[src/rtl/spi_reg_pkg.sv]
// Shared constants for the SPI register peripheral: frame size, register map and FSM encoding.
package spi_reg_pkg;

  localparam int FRAME_BITS = 16;

  // Register map as seen by the SPI controller
  localparam logic [6:0] ADDR_EN_OUT_7_0  = 7'h00;
  localparam logic [6:0] ADDR_EN_OUT_15_8 = 7'h01;
  localparam logic [6:0] ADDR_EN_PWM_7_0  = 7'h02;
  localparam logic [6:0] ADDR_EN_PWM_15_8 = 7'h03;
  localparam logic [6:0] ADDR_PWM_DUTY    = 7'h04;

  localparam logic [1:0] ST_IDLE   = 2'd0;
  localparam logic [1:0] ST_ACTIVE = 2'd1;
  localparam logic [1:0] ST_COMMIT = 2'd2;

endpackage

[src/rtl/spi_reg_peripheral_if.sv]
// SPI pin bundle: the controller drives all three lines, the peripheral only listens.
interface spi_reg_peripheral_if;
  logic sclk;
  logic copi;
  logic ncs;

  modport master (output sclk, output copi, output ncs);
  modport slave  (input  sclk, input  copi, input  ncs);
endinterface

[src/rtl/spi_pin_sync.sv]
// Multi-flop synchronizer for one asynchronous pin, with single-cycle rise/fall pulses
// derived from the synchronized level.
module spi_pin_sync #(
  parameter int   SYNC_STAGES = 2,
  parameter logic RST_VAL     = 1'b0
) (
  input  logic clk,
  input  logic rst_n,
  input  logic pin,
  output logic sync,
  output logic rise,
  output logic fall
);

  logic [SYNC_STAGES-1:0] chain_q;
  logic                   prev_q;

  // RST_VAL lets idle-high pins (ncs) come out of reset without a false edge.
  // NOTE: sequential state uses non-blocking assignments so every flop samples the
  // pre-edge value of its neighbour; blocking here would collapse the chain to one stage.
  always_ff @(posedge clk or negedge rst_n) begin
    if (!rst_n) begin
      chain_q <= {SYNC_STAGES{RST_VAL}};
      prev_q  <= RST_VAL;
    end else begin
      chain_q <= {chain_q[SYNC_STAGES-2:0], pin};
      prev_q  <= chain_q[SYNC_STAGES-1];
    end
  end

  assign sync = chain_q[SYNC_STAGES-1];
  assign rise = sync & ~prev_q;
  assign fall = ~sync & prev_q;

endmodule

[src/rtl/spi_reg_peripheral.sv]
// Write-only SPI mode-0 peripheral: receives {R/W, addr, data} frames and updates the
// five config registers consumed by pwm_peripheral.
module spi_reg_peripheral #(
  parameter int SYNC_STAGES = 2,
  parameter int FRAME_BITS  = spi_reg_pkg::FRAME_BITS,
  parameter int ADDR_W      = 7,
  parameter int DATA_W      = 8,
  parameter int NUM_REGS    = 5
) (
  input  logic                 clk,
  input  logic                 rst_n,
  spi_reg_peripheral_if.slave  spi,
  output logic [DATA_W-1:0]    en_reg_out_7_0,
  output logic [DATA_W-1:0]    en_reg_out_15_8,
  output logic [DATA_W-1:0]    en_reg_pwm_7_0,
  output logic [DATA_W-1:0]    en_reg_pwm_15_8,
  output logic [DATA_W-1:0]    pwm_duty_cycle,
  output logic                 wr_strobe,
  output logic                 frame_err
);

  import spi_reg_pkg::*;

  localparam int                CNT_W    = $clog2(FRAME_BITS + 2);
  localparam logic [CNT_W-1:0]  CNT_FULL = CNT_W'(FRAME_BITS);
  localparam logic [CNT_W-1:0]  CNT_SAT  = CNT_W'(FRAME_BITS + 1);
  localparam logic [ADDR_W-1:0] ADDR_LIM = ADDR_W'(NUM_REGS);

  // Synchronized pins and edges
  logic sclk_rise;
  logic sclk_lvl_unused, sclk_fall_unused;
  logic ncs_sync, ncs_rise, ncs_fall;
  logic copi_sync;
  logic copi_rise_unused, copi_fall_unused;

  spi_pin_sync #(.SYNC_STAGES(SYNC_STAGES), .RST_VAL(1'b0)) u_sclk_sync (
    .clk   (clk),
    .rst_n (rst_n),
    .pin   (spi.sclk),
    .sync  (sclk_lvl_unused),
    .rise  (sclk_rise),
    .fall  (sclk_fall_unused)
  );

  spi_pin_sync #(.SYNC_STAGES(SYNC_STAGES), .RST_VAL(1'b1)) u_ncs_sync (
    .clk   (clk),
    .rst_n (rst_n),
    .pin   (spi.ncs),
    .sync  (ncs_sync),
    .rise  (ncs_rise),
    .fall  (ncs_fall)
  );

  spi_pin_sync #(.SYNC_STAGES(SYNC_STAGES), .RST_VAL(1'b0)) u_copi_sync (
    .clk   (clk),
    .rst_n (rst_n),
    .pin   (spi.copi),
    .sync  (copi_sync),
    .rise  (copi_rise_unused),
    .fall  (copi_fall_unused)
  );

  logic [1:0]            state_q;
  logic [FRAME_BITS-1:0] shift_q;
  logic [CNT_W-1:0]      cnt_q;
  logic [DATA_W-1:0]     regs_q [NUM_REGS];

  // Frame fields, valid once the full frame has been shifted in
  logic              frame_wr;
  logic [ADDR_W-1:0] frame_addr;
  logic [DATA_W-1:0] frame_data;
  logic              commit_wr;
  logic              commit_err;

  assign frame_wr   = shift_q[FRAME_BITS-1];
  assign frame_addr = shift_q[DATA_W +: ADDR_W];
  assign frame_data = shift_q[DATA_W-1:0];

  // NOTE: every always_comb output gets a default first so no path leaves it unassigned
  // (which would infer a latch).
  always_comb begin
    commit_wr  = 1'b0;
    commit_err = 1'b0;
    if (state_q == ST_COMMIT) begin
      if (cnt_q != CNT_FULL) begin
        commit_err = 1'b1;
      end else if (frame_wr && (frame_addr < ADDR_LIM)) begin
        commit_wr = 1'b1;
      end
    end
  end

  // Shifting stops while ncs is (synced) high, so an sclk edge coincident with either ncs
  // edge is dropped: ncs_sync is high on a rise, and the state is still IDLE on a fall.
  always_ff @(posedge clk or negedge rst_n) begin
    if (!rst_n) begin
      state_q   <= ST_IDLE;
      shift_q   <= '0;
      cnt_q     <= '0;
      wr_strobe <= 1'b0;
      frame_err <= 1'b0;
    end else begin
      wr_strobe <= commit_wr;
      frame_err <= commit_err;
      case (state_q)
        ST_IDLE: begin
          if (ncs_fall) begin
            state_q <= ST_ACTIVE;
            cnt_q   <= '0;
          end
        end
        ST_ACTIVE: begin
          if (ncs_rise) begin
            state_q <= ST_COMMIT;
          end else if (sclk_rise && !ncs_sync) begin
            shift_q <= {shift_q[FRAME_BITS-2:0], copi_sync};
            if (cnt_q != CNT_SAT) cnt_q <= cnt_q + 1'b1;
          end
        end
        ST_COMMIT: state_q <= ST_IDLE;
        default:   state_q <= ST_IDLE;
      endcase
    end
  end

  // NOTE: the register file drives pwm_peripheral directly and must read 0x00 after reset,
  // so this small memory is reset like ordinary flops.
  always_ff @(posedge clk or negedge rst_n) begin
    if (!rst_n) begin
      for (int i = 0; i < NUM_REGS; i++) regs_q[i] <= '0;
    end else begin
      for (int i = 0; i < NUM_REGS; i++) begin
        if (commit_wr && (frame_addr == ADDR_W'(i))) regs_q[i] <= frame_data;
      end
    end
  end

  assign en_reg_out_7_0  = regs_q[int'(ADDR_EN_OUT_7_0)];
  assign en_reg_out_15_8 = regs_q[int'(ADDR_EN_OUT_15_8)];
  assign en_reg_pwm_7_0  = regs_q[int'(ADDR_EN_PWM_7_0)];
  assign en_reg_pwm_15_8 = regs_q[int'(ADDR_EN_PWM_15_8)];
  assign pwm_duty_cycle  = regs_q[int'(ADDR_PWM_DUTY)];

endmodule

[src/flat_wrapper.sv]
// flat-port wrapper written by rule: the top's interface ports become plain ports
module spi_reg_peripheral_flat import spi_reg_pkg::*;
#(
  parameter int SYNC_STAGES = 2,
  parameter int FRAME_BITS  = spi_reg_pkg::FRAME_BITS,
  parameter int ADDR_W      = 7,
  parameter int DATA_W      = 8,
  parameter int NUM_REGS    = 5
)
  (clk, rst_n, en_reg_out_7_0, en_reg_out_15_8, en_reg_pwm_7_0, en_reg_pwm_15_8, pwm_duty_cycle, wr_strobe, frame_err, spi_sclk, spi_copi, spi_ncs);
  spi_reg_peripheral_if spi_i ();
  input  logic clk;
  input  logic rst_n;
  output logic [DATA_W-1:0] en_reg_out_7_0;
  output logic [DATA_W-1:0] en_reg_out_15_8;
  output logic [DATA_W-1:0] en_reg_pwm_7_0;
  output logic [DATA_W-1:0] en_reg_pwm_15_8;
  output logic [DATA_W-1:0] pwm_duty_cycle;
  output logic wr_strobe;
  output logic frame_err;
  input wire logic [$bits(spi_i.sclk)-1:0] spi_sclk;
  input wire logic [$bits(spi_i.copi)-1:0] spi_copi;
  input wire logic [$bits(spi_i.ncs)-1:0] spi_ncs;
  assign spi_i.sclk = spi_sclk;
  assign spi_i.copi = spi_copi;
  assign spi_i.ncs = spi_ncs;
  spi_reg_peripheral #(.SYNC_STAGES(SYNC_STAGES), .FRAME_BITS(FRAME_BITS), .ADDR_W(ADDR_W), .DATA_W(DATA_W), .NUM_REGS(NUM_REGS)) u_core (.clk(clk), .rst_n(rst_n), .spi(spi_i), .en_reg_out_7_0(en_reg_out_7_0), .en_reg_out_15_8(en_reg_out_15_8), .en_reg_pwm_7_0(en_reg_pwm_7_0), .en_reg_pwm_15_8(en_reg_pwm_15_8), .pwm_duty_cycle(pwm_duty_cycle), .wr_strobe(wr_strobe), .frame_err(frame_err));
endmodule
[config.mk]
export PLATFORM = sky130hd
export DESIGN_NAME = spi_reg_peripheral_flat
export DESIGN_NICKNAME = d
export VERILOG_FILES = /design/src/rtl/spi_reg_pkg.sv /design/src/rtl/spi_reg_peripheral_if.sv /design/src/rtl/spi_pin_sync.sv /design/src/rtl/spi_reg_peripheral.sv /design/src/flat_wrapper.sv
export SDC_FILE = /design/constraint.sdc
export NUM_CORES = 1
export LEC_CHECK = 0
export ABC_CLOCK_PERIOD_IN_PS = 3900
export BUFFER_PORTS_ARGS = -buffer_cell sky130_fd_sc_hd__buf_2
export CAP_MARGIN = 20
export CORE_MARGIN = 5
export CORE_UTILIZATION = 60
export DETAILED_ROUTE_END_ITERATION = 10
export PLACE_DENSITY = 0.92
export SLEW_MARGIN = 25
export SYNTH_ARGS = -nofsm -noshare
export SYNTH_HDL_FRONTEND = slang
export SYNTH_SLANG_ARGS = --single-unit
[constraint.sdc]
create_clock -name clk -period 3.9 [get_ports clk]
set_clock_uncertainty 0.15 [all_clocks]
set_input_delay 0.78 -clock clk [delete_from_list [all_inputs] [get_ports clk]]
set_output_delay 0.78 -clock clk [all_outputs]
set_load 0.005 [all_outputs]
==> impl_metrics.yaml, run 1 <==
worst_setup_path:
  r2r_setup_slack_ns: 1.40
  timing.rr.end: "u_core.en_reg_out_15_8[7]"
  rr_startpoint: "u_core.cnt_q[0]"
  cp_max_fo: 8
  startpoint_type: "register"
  r2r_cells: 6
  max_stage_delay_ns: 0.62
  crit_end: "u_core.en_reg_out_15_8[7]"
  crit_required_ns: 3.97
  path_buf_inv: 1
  cp_top_family: "simple AND/OR/NAND/NOR gates"
  cp.depth: 6
  worstSetupPathType: "register to register"
  critPathSlowestCell: "and4b_1"
  arrival_ns: 2.57
  path_cells: "inv_1 > ha_1 > and4bb_1 > and4_1 > and4b_1 > mux2_4"
  cp-end-kind: "register"
  critPathLaunch: "u_core.cnt_q[0]"
grt:
  grt_max_degree: 74
  gr-total-overflow: 0
  antenna_found_initial: 0
  grt_pass1_vias: 1747
  grt_pass1_wl_um: 8720
  grt_use_total_pct: 18.3
clock_tree:
  root_buffer: "clkbuf_8"
  clk_pin_slew_ns: 0.07
  clock_latency_ns: 0.34
  cts_tree: "yes"
  clock_sinks: 73
  cts_resized: 0
  numCtsBuffers: 9
  cts_htree_levels: 3
  postCtsHoldBufs: 0
  cts_buffer_depth: 2
  cts_setup_buffers: 0
cells_and_area:
  area_delta_synth_final_pct: 14.9
  fillCellCount: 328
  diodes: 0
  layout-drive-gt1-share_pct: 43.6
  fin_nets: 245
  stdcell_count: 308
  multiInputGateArea_sq_mm: 0.00104
  final-seq-area_sq_mm: 0.00183
synthesis:
  ys_async_sr_fraction_pct: 100
  synth_xor_area_share_pct: 0
  ys_seq_elements: 73
  avgSynthCellArea_sq_um: 16.0
  synth_top_family_by_area: "multiplexers"
  synth-simple-area-share_pct: 8.39
  yosysWarnings: 0
  synth_flop_cell: "dfrtp_1"
  synth-edff-count: 0
  ys_seq_area_share_pct: 62.3
  synth_area_sq_mm: 0.00294
  synth_compound_gate_area_share_pct: 1.96
  synth_adder_area_share_pct: 1.28
  synthCells: 184
  synth_fp_nets: 192
  synth.distinct_cells: 35
  yosys-mux-area-fraction_pct: 23.8
floorplan:
  die_h_um: 80.0
  row_count: 25
  core_area_sq_mm: 0.00475
  pin_count: 47
  fp.dieW_um: 80.0
  design.die.area_sq_mm: 0.00640
  start_util_pct: 61.8
min_path:
  hp-start: "u_core.u_sclk_sync.chain_q[0]"
  min_path_type: "register to register"
  hold_path_depth: 0
pwr:
  power.density_mw_per_mm2: 424
  vdd_ir_drop_max_uv: 304
  p_leak_nw: 1.82
drt:
  first_pass_iters: 4
  vias: 1623
  wl_per_cell_um: 17.1
  viasPerCell: 5.27
  drtIter0Drc: 74
  routed_wl_um: 5250
  route.detailed.drc: 0
  antenna_left: 0
sta:
  setup_violations: 0
  fin_crit_sh_pct: 64.0
  hold_viol: 0
  finalSetupTns_ns: 0
  rsz0062_at_grt: "false"
  relSlewSlack_pct: 38.3
  fmax_ghz: 0.401
  slew_violations: 0
  tightestPinTransition_ns: 0.922
  post-route-min-period_ns: 2.50
placed_design:
  io_buffer_count: 46
  dp.cells: 293
  dp_hpwl_um: 3660
  place_congestion: 0.789
outcome:
  status: "complete, no violations"
run:
  cap_violations: 0
[metrics by stage]
step | hold WS, ns | cell area [sq um] | utilization (%) | worst slack (ns) | total power [mW]
final | 0.203 | 3380 | 71.0 | 1.40 | 1.43
after global routing | 0.209 | 3380 | 71.0 | 1.31 | 1.50
after CTS | 0.205 | 3380 | 71.0 | 1.37 | 1.44
after detailed placement | 0.188 | 3220 | 67.7 | 1.39 | 0.958
after global placement | 0.184 | 3220 | 67.7 | 1.48 | 0.949
after floorplan | 0.181 | 2940 | - | 1.88 | 0.912
[layout make-up]
class,instances,area share (%)
Inverter,6,0.667
Timing Repair Buffer,47,7.04
Tap cell,67,2.48
Clock buffer,9,3.67
Clock inverter,6,1.07
Multi-Input combinational cell,100,30.9
Sequential cell,73,54.2
[cell usage in the layout, fill, tap and decap left out, types with 4 or more instances in the layout]
cell / n
dfrtp_1: 70
buf_2: 46
mux2_1: 20
mux2_2: 20
mux2_4: 16
clkbuf_8: 9
inv_1: 6
nand2b_1: 4
clkinv_2: 4
[logic make-up (layout without fill, tap and decap cells)]
logic type / Yosys count / after routing
and+or+nand+nor: 31 / 31
DFF: 73 / 73
buffers and inverters: 11 / 68
adders and majority gates: 3 / 3
AOI/OAI and AO/OA: 9 / 9
muxes: 57 / 57
[sequential cells by signal (all words and copies together), names as in the netlist]
signal and flops:
u_core.shift_q 16, u_core.en_reg_out_15_8 8, u_core.en_reg_out_7_0 8, u_core.en_reg_pwm_15_8 8, u_core.en_reg_pwm_7_0 8, u_core.pwm_duty_cycle 8
u_core.cnt_q 5, u_core.state_q 2, u_core.u_copi_sync.chain_q 2, u_core.u_ncs_sync.chain_q 2, u_core.u_sclk_sync.chain_q 2, u_core.frame_err 1
u_core.u_ncs_sync.prev_q 1, u_core.u_sclk_sync.prev_q 1, u_core.wr_strobe 1
[synth_stat cells, drive strengths merged, types with 2 or more instances]
master   number  area, sq um
dfrtp        70         1750
mux2         56          691
inv           6         22.5
buf           5         43.8
nand2b        4         25.0
nand3         4         25.0
a21oi         3         15.0
dfstp         3         78.8
ha            3         37.5
nor2          3         11.3
o211ai        3         22.5
and4b         2         20.0
nand2         2         7.51
nand3b        2         15.0
nand4bb       2         22.5
[power breakdown]
part           internal, mW  switching, mW  total (mW)
sequential            0.797         0.0569       0.854
clock                 0.223          0.266       0.489
combinational        0.0462         0.0430      0.0892
total                  1.07          0.366        1.43
[how the worst min path moves through the flow]
stage                                                to
after floorplan           u_core.u_copi_sync.chain_q[1]
after global placement    u_core.u_sclk_sync.chain_q[1]
after detailed placement  u_core.u_sclk_sync.chain_q[1]
after CTS                 u_core.u_sclk_sync.chain_q[1]
after global routing       u_core.u_ncs_sync.chain_q[1]
final                     u_core.u_sclk_sync.chain_q[1]
[per-layer routing]
metal | wire [um] | share of wire (%) | GRT usage, %
met1 | 2350 | 45 | 24.2
met5 | 0 | 0 | 0
met4 | 98 | 1.9 | 7.43
met2 | 2580 | 49 | 28.1
met3 | 226 | 4.3 | 5.98
[worst reg2reg max path: cells and delay by family (launching register included)]
kind                       cells  cell delay (ns)
muxes                          1             0.35
DFF                            1             0.42
adders and majority gates      1             0.15
and+or+nand+nor                3             1.20
buffers and inverters          1             0.12
Note: power is estimated with default switching activity, not from simulation.
==> inputs of run 2 (changes only) <==
--- a/config.mk
+++ b/config.mk
@@ -5,13 +5,14 @@
 export SDC_FILE = /design/constraint.sdc
 export NUM_CORES = 1
 export LEC_CHECK = 0
-export ABC_CLOCK_PERIOD_IN_PS = 3900
+export ABC_AREA = 1
+export ABC_CLOCK_PERIOD_IN_PS = 2200
 export BUFFER_PORTS_ARGS = -buffer_cell sky130_fd_sc_hd__buf_2
 export CAP_MARGIN = 20
 export CORE_MARGIN = 5
-export CORE_UTILIZATION = 60
+export CORE_UTILIZATION = 51
 export DETAILED_ROUTE_END_ITERATION = 10
-export PLACE_DENSITY = 0.92
+export PLACE_DENSITY = 0.83
 export SLEW_MARGIN = 25
 export SYNTH_ARGS = -nofsm -noshare
 export SYNTH_HDL_FRONTEND = slang
==> constraint.sdc (replaced) <==
create_clock -name clk -period 2.2 [get_ports clk]
set_clock_uncertainty 0.15 [all_clocks]
set_input_delay 0.44 -clock clk [delete_from_list [all_inputs] [get_ports clk]]
set_output_delay 0.44 -clock clk [all_outputs]
set_load 0.005 [all_outputs]
==> run 2 against run 1 <==
Net effect:
- setup slack got worse by 1.1 ns
- critical endpoint is now u_core.wr_strobe
- synthesized cell count increased by 83%
- fmax increased by 35%
- critical path type unchanged
- die area increased by 24%
- global-route usage increased by 0.23 points
- sequential cell count unchanged
- critical path depth increased by 1
- non-clock buffer count increased by 6
- largest cell class unchanged
==> impl_metrics.yaml, run 2 <==
outcome:
  status: "complete, no violations"
sta:
  slew_violations: 0
  worst_slack_ns: 0.351
  relSlewSlack_pct: 70.0
  finalSetupTns_ns: 0
  hold_viol: 0
  rsz0062_at_grt: "false"
  fin_crit_sh_pct: 84.1
  fmax_ghz: 0.541
  setup_violations: 0
  tightestPinTransition_ns: 0.448
  post-route-min-period_ns: 1.85
clock_tree:
  cts_resized: 0
  root_buffer: "clkbuf_8"
  postCtsHoldBufs: 1
  cts_buffer_depth: 2
  clk_pin_slew_ns: 0.07
  clock_sinks: 73
  cts_setup_buffers: 0
  numCtsBuffers: 9
  cts_htree_levels: 3
  clock_latency_ns: 0.34
  cts_tree: "yes"
drt:
  drtIter0Drc: 173
  routed_wl_um: 6610
  antenna_left: 0
  viasPerCell: 5.29
  vias: 2481
  route.detailed.drc: 0
  wl_per_cell_um: 14.1
  first_pass_iters: 4
floorplan:
  design.die.area_sq_mm: 0.00795
  start_util_pct: 53.3
  row_count: 28
  die_h_um: 89.1
  core_area_sq_mm: 0.00599
  pin_count: 47
  fp.dieW_um: 89.1
pwr:
  comb_power_share_pct: 14.8
  power.density_mw_per_mm2: 768
  clockPowerShare_pct: 30.6
  p_seq_share_pct: 54.6
  p_leak_nw: 1.99
  intPower_mw: 1.93
  switching_share_pct: 30.9
  vdd_ir_drop_max_uv: 504
  p_switching_mw: 0.867
synthesis:
  ys_seq_elements: 73
  synth.most_common_cell: "nand2_1"
  synthTopCellsByCount: "nand2_1 (132), dfrtp_1 (70), nand4_1 (41)"
  synth_flop_cell: "dfrtp_1"
  synthCells: 336
  yosysWarnings: 0
  synth.largest_area_cell: "dfrtp_1"
  ys_async_sr_fraction_pct: 100
  synth-edff-count: 0
  synthTopCellsByArea: "dfrtp_1 (55%), nand2_1 (16%), nand4_1 (8.0%), nand4_4 (3.3%), dfstp_2 (2.5%)"
  synth_area_sq_mm: 0.00319
  avgSynthCellArea_sq_um: 9.51
  yosysTopAreaCellShare_pct: 54.8
  synth_fp_nets: 344
  ys_seq_area_share_pct: 57.3
  synth.distinct_cells: 23
cells_and_area:
  fin_nets: 397
  largest_register_ffs: 16
  diodes: 0
  mostFrequentLayoutCells: "nand2_1 (132), dfrtp_1 (70), buf_2 (46), nand4_1 (41), inv_1 (18)"
  layout-drive-gt1-share_pct: 20.8
  final_common_cell: "nand2_1"
  area_delta_synth_final_pct: 14.2
  regMostFlops: "u_core.shift_q"
min_path:
  hp-start: "spi_ncs"
  min_path_type: "input port to register"
placed_design:
  dp_hpwl_um: 4520
  place_congestion: 0.783
  io_buffer_count: 46
  place_ws_ns: 0.386
worst_setup_path:
  crit_required_ns: 2.30
  worstSetupPathType: "register to register"
  startpoint_type: "register"
  rr_startpoint: "u_core.cnt_q[0]"
  arrival_ns: 1.95
  cp-end-kind: "register"
  r2r_setup_slack_ns: 0.35
  cp_max_fo: 23
  critPathLaunch: "u_core.cnt_q[0]"
grt:
  grt_pass1_wl_um: 11300
  grt_pass1_vias: 2424
  antenna_found_initial: 0
  gr-total-overflow: 0
  grt_max_degree: 74
  grt_use_total_pct: 18.6
run:
  cap_violations: 0
-- run 2: cell type report --
type                       count  area [sq um]
tap                           75          93.8
clock inverter                 2          10.0
timing repair buffer          53           298
multi-input combinational    234          1200
sequential                    73          1830
clock buffer                  14           143
fill                         501          2340
inverter                      18          67.6
-- run 2: power by group through the flow --
| stage | clock network, mW | logic, mW | registers (mW) |
|---|---|---|---|
| 6_report | 0.857 | 0.415 | 1.53 |
| 5_1_grt | 0.933 | 0.475 | 1.54 |
| 4_1_cts | 0.876 | 0.421 | 1.53 |
| 3_5_place_dp | 0 | 0.417 | 1.55 |
| 3_3_place_gp | 0 | 0.402 | 1.54 |
| 2_1_floorplan | 0 | 0.321 | 1.51 |
-- run 2: worst paths after layout --
path | end | cells past startpoint
max in group asynchronous | u_core.shift_q[12] | 3
min in group asynchronous | u_core.shift_q[9] | 3
worst max register to register | u_core.wr_strobe | 7
worst min register to register | u_core.u_sclk_sync.chain_q[1] | 0
worst max-delay path | u_core.wr_strobe | 7
worst min-delay path | u_core.u_ncs_sync.chain_q[0] | 1
-- run 2: critical path, stage by stage (launching register included) --
cell	delay (ns)
dfrtp_1	0.42
inv_1	0.11
ha_1	0.20
nand2_4	0.07
nor2_8	0.32
buf_4	0.26
inv_1	0.07
nor3_1	0.14
-- run 2: cells by family after synthesis --
| group | synth area share (%) |
|---|---|
| adder cells (fa/ha/maj) | 1.18 |
| AO/OA/AOI/OAI | 2.66 |
| buffers and inverters | 5.05 |
| AND/OR/NAND/NOR | 33.8 |
| flip-flops | 57.3 |
-- run 2: per-layer routing --
metal / share of wire, % / wire length, um / track usage, % / vias to the layer above
met4: 2.0 / 134 / 6.36 / 0
met2: 47 / 3090 / 28.9 / 98
met1: 42 / 2760 / 24.3 / 1136
met3: 9.4 / 621 / 6.64 / 17
li1: - / - / - / 1230
met5: 0 / 0 / 0 / -
-- run 2: stage by stage --
step / utilization, % / hold WS, ns / instance area, sq um / power, mW / cells
after floorplan: - / -0.00559 / 3190 / 1.83 / 336
after global routing: 60.9 / 0.0396 / 3650 / 2.95 / 469
after CTS: 60.9 / 0.0372 / 3650 / 2.82 / 469
final: 60.9 / 0.0488 / 3650 / 2.80 / 469
after detailed placement: 58.2 / 0.189 / 3480 / 1.97 / 452
after global placement: 58.2 / 0.187 / 3480 / 1.95 / 452
